### src/rtl/clic_core_rx.sv
// Core-side responder for the CLIC interrupt handshake: captures an offered irq, gates it on live core state, raises a trap request and closes with ready (commit) or kill_ack (abort).
// Optional build macro CLIC_RX_VIRT_EN adds virtual-supervisor (guest id) gating of virtualized irqs.
module clic_core_rx #(
    parameter int N_SOURCE  = 256,
    parameter int PrioWidth = 8,
    parameter int ModeWidth = 2,
    parameter int VsidWidth = 6,
    localparam int SrcWidth = $clog2(N_SOURCE)
) (
    input  logic                 clk_i,
    input  logic                 rst_ni,
    input  logic                 irq_valid_i,
    output logic                 irq_ready_o,
    input  logic [SrcWidth-1:0]  irq_id_i,
    input  logic [PrioWidth-1:0] irq_max_i,
    input  logic [ModeWidth-1:0] irq_mode_i,
    input  logic [VsidWidth-1:0] irq_vsid_i,
    input  logic                 irq_v_i,
    input  logic                 irq_shv_i,
    input  logic                 irq_kill_req_i,
    output logic                 irq_kill_ack_o,
    input  logic [ModeWidth-1:0] priv_i,
    input  logic                 mie_i,
    input  logic                 sie_i,
    input  logic [PrioWidth-1:0] mil_i,
    input  logic [PrioWidth-1:0] sil_i,
    input  logic [PrioWidth-1:0] mthresh_i,
    input  logic [PrioWidth-1:0] sthresh_i,
    input  logic                 virt_i,
    input  logic [VsidWidth-1:0] cur_vsid_i,
    input  logic                 take_ok_i,
    output logic                 trap_req_o,
    input  logic                 trap_ack_i,
    output logic [SrcWidth-1:0]  trap_id_o,
    output logic [PrioWidth-1:0] trap_level_o,
    output logic [ModeWidth-1:0] trap_mode_o,
    output logic [VsidWidth-1:0] trap_vsid_o,
    output logic                 trap_v_o,
    output logic                 trap_shv_o
);

    localparam logic [ModeWidth-1:0] MODE_M = ModeWidth'(3);
    localparam logic [ModeWidth-1:0] MODE_S = ModeWidth'(1);

    typedef enum logic [2:0] {
        ST_IDLE,
        ST_PEND,
        ST_REQ,
        ST_HSK,
        ST_KILL
    } state_e;

    state_e state_q, state_d;

    logic [SrcWidth-1:0]  id_q, id_d;
    logic [PrioWidth-1:0] level_q, level_d;
    logic [ModeWidth-1:0] mode_q, mode_d;
    logic                 shv_q, shv_d;
    logic                 capture;
    logic                 elig;
    logic                 cur_ie;
    logic [PrioWidth-1:0] cur_il;
    logic [PrioWidth-1:0] cur_th;
    logic [PrioWidth-1:0] cur_floor;

    // Fields are only ever sampled on the IDLE->PEND transition.
    assign capture = (state_q == ST_IDLE) && irq_valid_i;

    always_comb begin
        id_d    = id_q;
        level_d = level_q;
        mode_d  = mode_q;
        shv_d   = shv_q;
        if (capture) begin
            id_d    = irq_id_i;
            level_d = irq_max_i;
            mode_d  = irq_mode_i;
            shv_d   = irq_shv_i;
        end
    end

`ifdef CLIC_RX_VIRT_EN
    logic [VsidWidth-1:0] vsid_q, vsid_d;
    logic                 v_q, v_d;
    logic                 virt_match;

    always_comb begin
        vsid_d = vsid_q;
        v_d    = v_q;
        if (capture) begin
            vsid_d = irq_vsid_i;
            v_d    = irq_v_i;
        end
    end

    always_ff @(posedge clk_i or negedge rst_ni) begin
        if (!rst_ni) begin
            vsid_q <= '0;
            v_q    <= 1'b0;
        end else begin
            vsid_q <= vsid_d;
            v_q    <= v_d;
        end
    end

    // A guest irq may only be taken while that same guest is running.
    assign virt_match  = !v_q || (virt_i && (vsid_q == cur_vsid_i));
    assign trap_vsid_o = vsid_q;
    assign trap_v_o    = v_q;
`else
    logic virt_match;
    logic unused_virt;

    assign virt_match  = 1'b1;
    assign unused_virt = ^{irq_vsid_i, irq_v_i, virt_i, cur_vsid_i};
    assign trap_vsid_o = '0;
    assign trap_v_o    = 1'b0;
`endif

    // Eligibility is re-evaluated every cycle against live core state.
    always_comb begin
        cur_ie = 1'b0;
        cur_il = '0;
        cur_th = '0;
        case (mode_q)
            MODE_M: begin
                cur_ie = mie_i;
                cur_il = mil_i;
                cur_th = mthresh_i;
            end
            MODE_S: begin
                cur_ie = sie_i;
                cur_il = sil_i;
                cur_th = sthresh_i;
            end
            default: begin
                cur_ie = 1'b0;
                cur_il = '0;
                cur_th = '0;
            end
        endcase
        cur_floor = (cur_il > cur_th) ? cur_il : cur_th;
        if (mode_q > priv_i) begin
            elig = 1'b1;
        end else if (mode_q == priv_i) begin
            elig = cur_ie && (level_q > cur_floor);
        end else begin
            elig = 1'b0;
        end
        elig = elig && virt_match;
    end

    always_comb begin
        state_d = state_q;
        case (state_q)
            ST_IDLE: begin
                if (irq_valid_i) begin
                    state_d = ST_PEND;
                end
            end
            ST_PEND: begin
                if (irq_kill_req_i) begin
                    state_d = ST_KILL;
                end else if (!irq_valid_i) begin
                    state_d = ST_IDLE;
                end else if (elig && take_ok_i) begin
                    state_d = ST_REQ;
                end
            end
            ST_REQ: begin
                // A commit from the core wins over a simultaneous abort.
                if (trap_ack_i) begin
                    state_d = ST_HSK;
                end else if (irq_kill_req_i) begin
                    state_d = ST_KILL;
                end else if (!irq_valid_i) begin
                    state_d = ST_IDLE;
                end else if (!elig || !take_ok_i) begin
                    state_d = ST_PEND;
                end
            end
            ST_HSK:  state_d = ST_IDLE;
            ST_KILL: state_d = ST_IDLE;
            default: state_d = ST_IDLE;
        endcase
    end

    always_ff @(posedge clk_i or negedge rst_ni) begin
        if (!rst_ni) begin
            state_q <= ST_IDLE;
            id_q    <= '0;
            level_q <= '0;
            mode_q  <= '0;
            shv_q   <= 1'b0;
        end else begin
            state_q <= state_d;
            id_q    <= id_d;
            level_q <= level_d;
            mode_q  <= mode_d;
            shv_q   <= shv_d;
        end
    end

    assign trap_req_o     = (state_q == ST_REQ);
    assign irq_ready_o    = (state_q == ST_HSK);
    assign irq_kill_ack_o = (state_q == ST_KILL);
    assign trap_id_o      = id_q;
    assign trap_level_o   = level_q;
    assign trap_mode_o    = mode_q;
    assign trap_shv_o     = shv_q;

endmodule

### config.mk
export PLATFORM = sky130hd
export DESIGN_NAME = clic_core_rx
export DESIGN_NICKNAME = d
export VERILOG_FILES = /design/src/rtl/clic_core_rx.sv
export SDC_FILE = /design/constraint.sdc
export NUM_CORES = 1
export LEC_CHECK = 0
export CORE_MARGIN = 4
export CORE_UTILIZATION = 42
export CTS_CLUSTER_DIAMETER = 50
export DETAILED_ROUTE_END_ITERATION = 6
export PLACE_DENSITY = 0.87
export SETUP_SLACK_MARGIN = 0.4
export SYNTH_ARGS = -nofsm -noshare
export SYNTH_HDL_FRONTEND = slang
export SYNTH_SLANG_ARGS = --single-unit
export TNS_END_PERCENT = 10
### constraint.sdc
create_clock -name clk_i -period 4.8 [get_ports clk_i]
set_input_delay 1.2 -clock clk_i [delete_from_list [all_inputs] [get_ports clk_i]]
set_output_delay 1.2 -clock clk_i [all_outputs]
set_load 0.005 [all_outputs]
==> flow_metrics.py <==
metrics = {
    "sta": {
        "whs_ns": 0.495,
        "setup_viol": 0,
        "maxSlewViolCount": 0,
        "rsz0062_at_grt": "false",
        "worst_slack_ns": 0.577,
        "post-route-min-period_ns": 4.22,
        "worstMarginPinSlew_ns": 1.01,
        "skew_ns": 0.00224,
        "hold_viol_final": 0,
        "worst_slew_margin_rel_pct": 32.3,
        "finalSetupTns_ns": 0,
        "fmax_mhz": 237,
        "finalCritPeriodShare_pct": 88.0,
    },
    "synthesis": {
        "synth_edf_count": 0,
        "synth_area_leader_cell": "dfrtp_1",
        "ys_seq_area_share_pct": 30.3,
        "synth_commonest_cells": "mux2_2, dfrtp_1, ha_1",
        "netlist.area_leader.share_pct": 30.3,
        "syn_area_um2": 1820,
        "synthArstFlopShare_pct": 100,
        "postSynthCellCount": 176,
        "synth-seq-cells": 22,
        "yosysMostFrequentCell": "mux2_2",
        "ys.warnings.count": 0,
        "synth_area_leaders": "dfrtp_1, mux2_2, ha_1, mux2i_1, buf_4",
        "synth_flop_cell": "dfrtp_1",
        "yosysUniqueCellTypes": 33,
        "syn_area_per_cell_um2": 10.3,
    },
    "placed_design": {
        "dp_worst_setup_slack_ns": 0.167,
        "dp_hpwl_mm": 3.50,
        "port_buffers": 82,
        "routabilityCongestion": 0.737,
        "dp_cells": 303,
    },
    "run": {
        "cap_violations": 0,
    },
    "floorplanning": {
        "initial_utilization_pct": 44.5,
        "die_w_um": 73.8,
        "rows": 23,
        "core-area_um2": 4090,
        "ios": 104,
        "die-height_um": 73.8,
        "die_area_um2": 5450,
    },
    "grt": {
        "grt_max_degree": 23,
        "antenna_found_initial": 0,
        "grt_pass1_vias": 1581,
        "grt_overflow": 0,
        "grt_pass1_wl_mm": 7.02,
        "grt_use_total_pct": 16.4,
    },
    "cells_and_area": {
        "final-instance-count-excl-fill": 311,
        "antenna_cells": 0,
        "utilization_pct": 67.7,
        "area_growth_pct": 52.0,
        "drive_gt1_share_pct": 18.4,
        "num-nets-final": 355,
    },
    "setup_path": {
        "path_class": "in -> reg",
        "worst_ep_arrival_time_ns": 4.40,
        "reg2regPathDepth": 15,
        "cp.required_ns": 4.98,
        "cp_num_cells": 15,
        "cpMostUsedCell": "o211ai_1",
        "path_max_fanout": 4,
        "rr_startpoint": "trap_mode_o[1]$_DFFE_PN0P_",
        "end_kind": "flip-flop",
        "slowest_delay_ns": 0.45,
        "critical_path.startpoint": "mil_i[1]",
        "cp_cell_sequence": "clkdlybuf4s50_1, mux2i_1, nor2_1, ha_4, nor2b_2, o211ai_1, a21oi_2, o21ai_4, mux2i_2, ha_1, nor2b_1, o211ai_1, a21oi_1, a2111o_1, a221oi_2",
        "cp_slowest_cell": "clkdlybuf4s50_1",
        "path_buf_inv": 1,
        "cp-start-kind": "primary input",
        "worst_path_dominant_cell_family": "compound AO/OA/AOI/OAI gates",
        "r2r_slack_ns": 0.93,
        "setup.worst_path.end": "state_q[0]$_DFFE_PN0P_",
        "reg2reg_to": "state_q[0]$_DFFE_PN0P_",
    },
    "power_and_ir_drop": {
        "powerDensity_nw_per_um2": 586,
        "power.leakage_nw": 1.21,
        "max-vdd-ir-drop_mv": 0.338,
    },
    "cts": {
        "clock_tree.buffer_depth": 2,
        "clkSinkCount": 22,
        "hold_buffers": 0,
        "tritoncts": "done",
        "insertion_delay_ns": 0.26,
        "htree_num_levels": 1,
        "tritoncts.num_buffers": 3,
        "clockRootBuffer": "clkbuf_8",
        "clk_pin_slew_worst_paths_ns": 0.08,
    },
    "routing": {
        "ant_nets": 0,
        "dr.pass1.iters": 4,
        "wl_per_cell_um": 14.0,
        "drt_iter0_drc": 49,
        "vias": 1566,
        "viasPerCell": 5.04,
        "routed_wl_mm": 4.36,
        "remaining_drc_errors": 0,
    },
    "min_path": {
        "min_path_type": "reg -> reg",
    },
    "outcome": {
        "status": "complete, no violations",
    },
}
==> power by group <==
| part | internal, mW | switching, mW | total [mW] |
|---|---|---|---|
| clock network | 0.111 | 0.0620 | 0.173 |
| logic | 0.636 | 0.437 | 1.07 |
| registers | 0.272 | 0.103 | 0.375 |
==> stage by stage <==
step                power, mW  cell area [um^2]
finish                   1.62              2770
global placement         1.34              2630
CTS                      1.55              2700
detailed placement       1.37              2630
global route             1.77              2770
floorplan                1.02              1840
==> logic make-up after synthesis <==
| logic type | synth area share, % |
|---|---|
| flip-flops | 30.3 |
| adder cells (fa/ha/maj) | 12.4 |
| AND/OR/NAND/NOR | 13.8 |
| buffers and inverters | 8.73 |
| multiplexers | 25.4 |
| AO/OA/AOI/OAI | 9.22 |
| other | 0.206 |
==> placed cells by master (no fill, tap or decap), types with 3 or more instances in the layout <==
| master | n |
|---|---|
| dfrtp_1 | 22 |
| mux2_2 | 24 |
| buf_4 | 7 |
| ha_1 | 17 |
| nor2_1 | 12 |
| mux2i_1 | 16 |
| and2_1 | 7 |
| nand2b_1 | 3 |
| clkdlybuf4s50_1 | 80 |
| a21oi_1 | 8 |
| nand2_1 | 8 |
| nand4_1 | 4 |
| inv_1 | 9 |
| o21ai_0 | 6 |
| clkbuf_8 | 3 |
| conb_1 | 7 |
==> cell type report <==
class	count	area (um^2)
Fill cell	344	1320
Multi-Input combinational cell	135	1160
Timing Repair Buffer	89	878
Sequential cell	22	551
Tap cell	50	62.6
Clock buffer	3	41.3
Inverter	11	41.3
Clock inverter	1	30.0
==> worst min-delay path by stage <==
stage,start,to,slack [ns],cells after the start
after detailed placement,trap_id_o[6]$_DFFE_PN0P_,trap_id_o[6]$_DFFE_PN0P_,0.48,1
after CTS,trap_id_o[6]$_DFFE_PN0P_,trap_id_o[6]$_DFFE_PN0P_,0.50,1
after global placement,trap_id_o[6]$_DFFE_PN0P_,trap_id_o[6]$_DFFE_PN0P_,0.48,1
after global routing,trap_id_o[6]$_DFFE_PN0P_,trap_id_o[6]$_DFFE_PN0P_,0.53,1
after floorplan,trap_id_o[6]$_DFFE_PN0P_,trap_id_o[6]$_DFFE_PN0P_,0.48,1
final,trap_id_o[6]$_DFFE_PN0P_,trap_id_o[6]$_DFFE_PN0P_,0.49,1
==> flip-flops by register name, summed over array words and instances (netlist names) <==
register	cells
trap_level_o	8
state_q	3
trap_shv_o	1
trap_mode_o	2
trap_id_o	8
==> timing repair <==
| action | 4_1_cts | 5_1_grt |
|---|---|---|
| endpoints found under the hold margin | 0 | 0 |
| endpoints found under the setup margin | 0 | 2 |
| setup buffers | 0 | 4 |
| resized for setup | 0 | 9 |
==> per-layer routing <==
layer | global-route usage, % | routed length [um] | vias to the layer above
li1 | - | - | 782
met1 | 19.7 | 1780 | 724
met2 | 29.2 | 2180 | 54
met3 | 4.38 | 348 | 6
met4 | 3.22 | 47 | 0
met5 | 0 | 0 | -
Power figures use the tool's default switching activity.
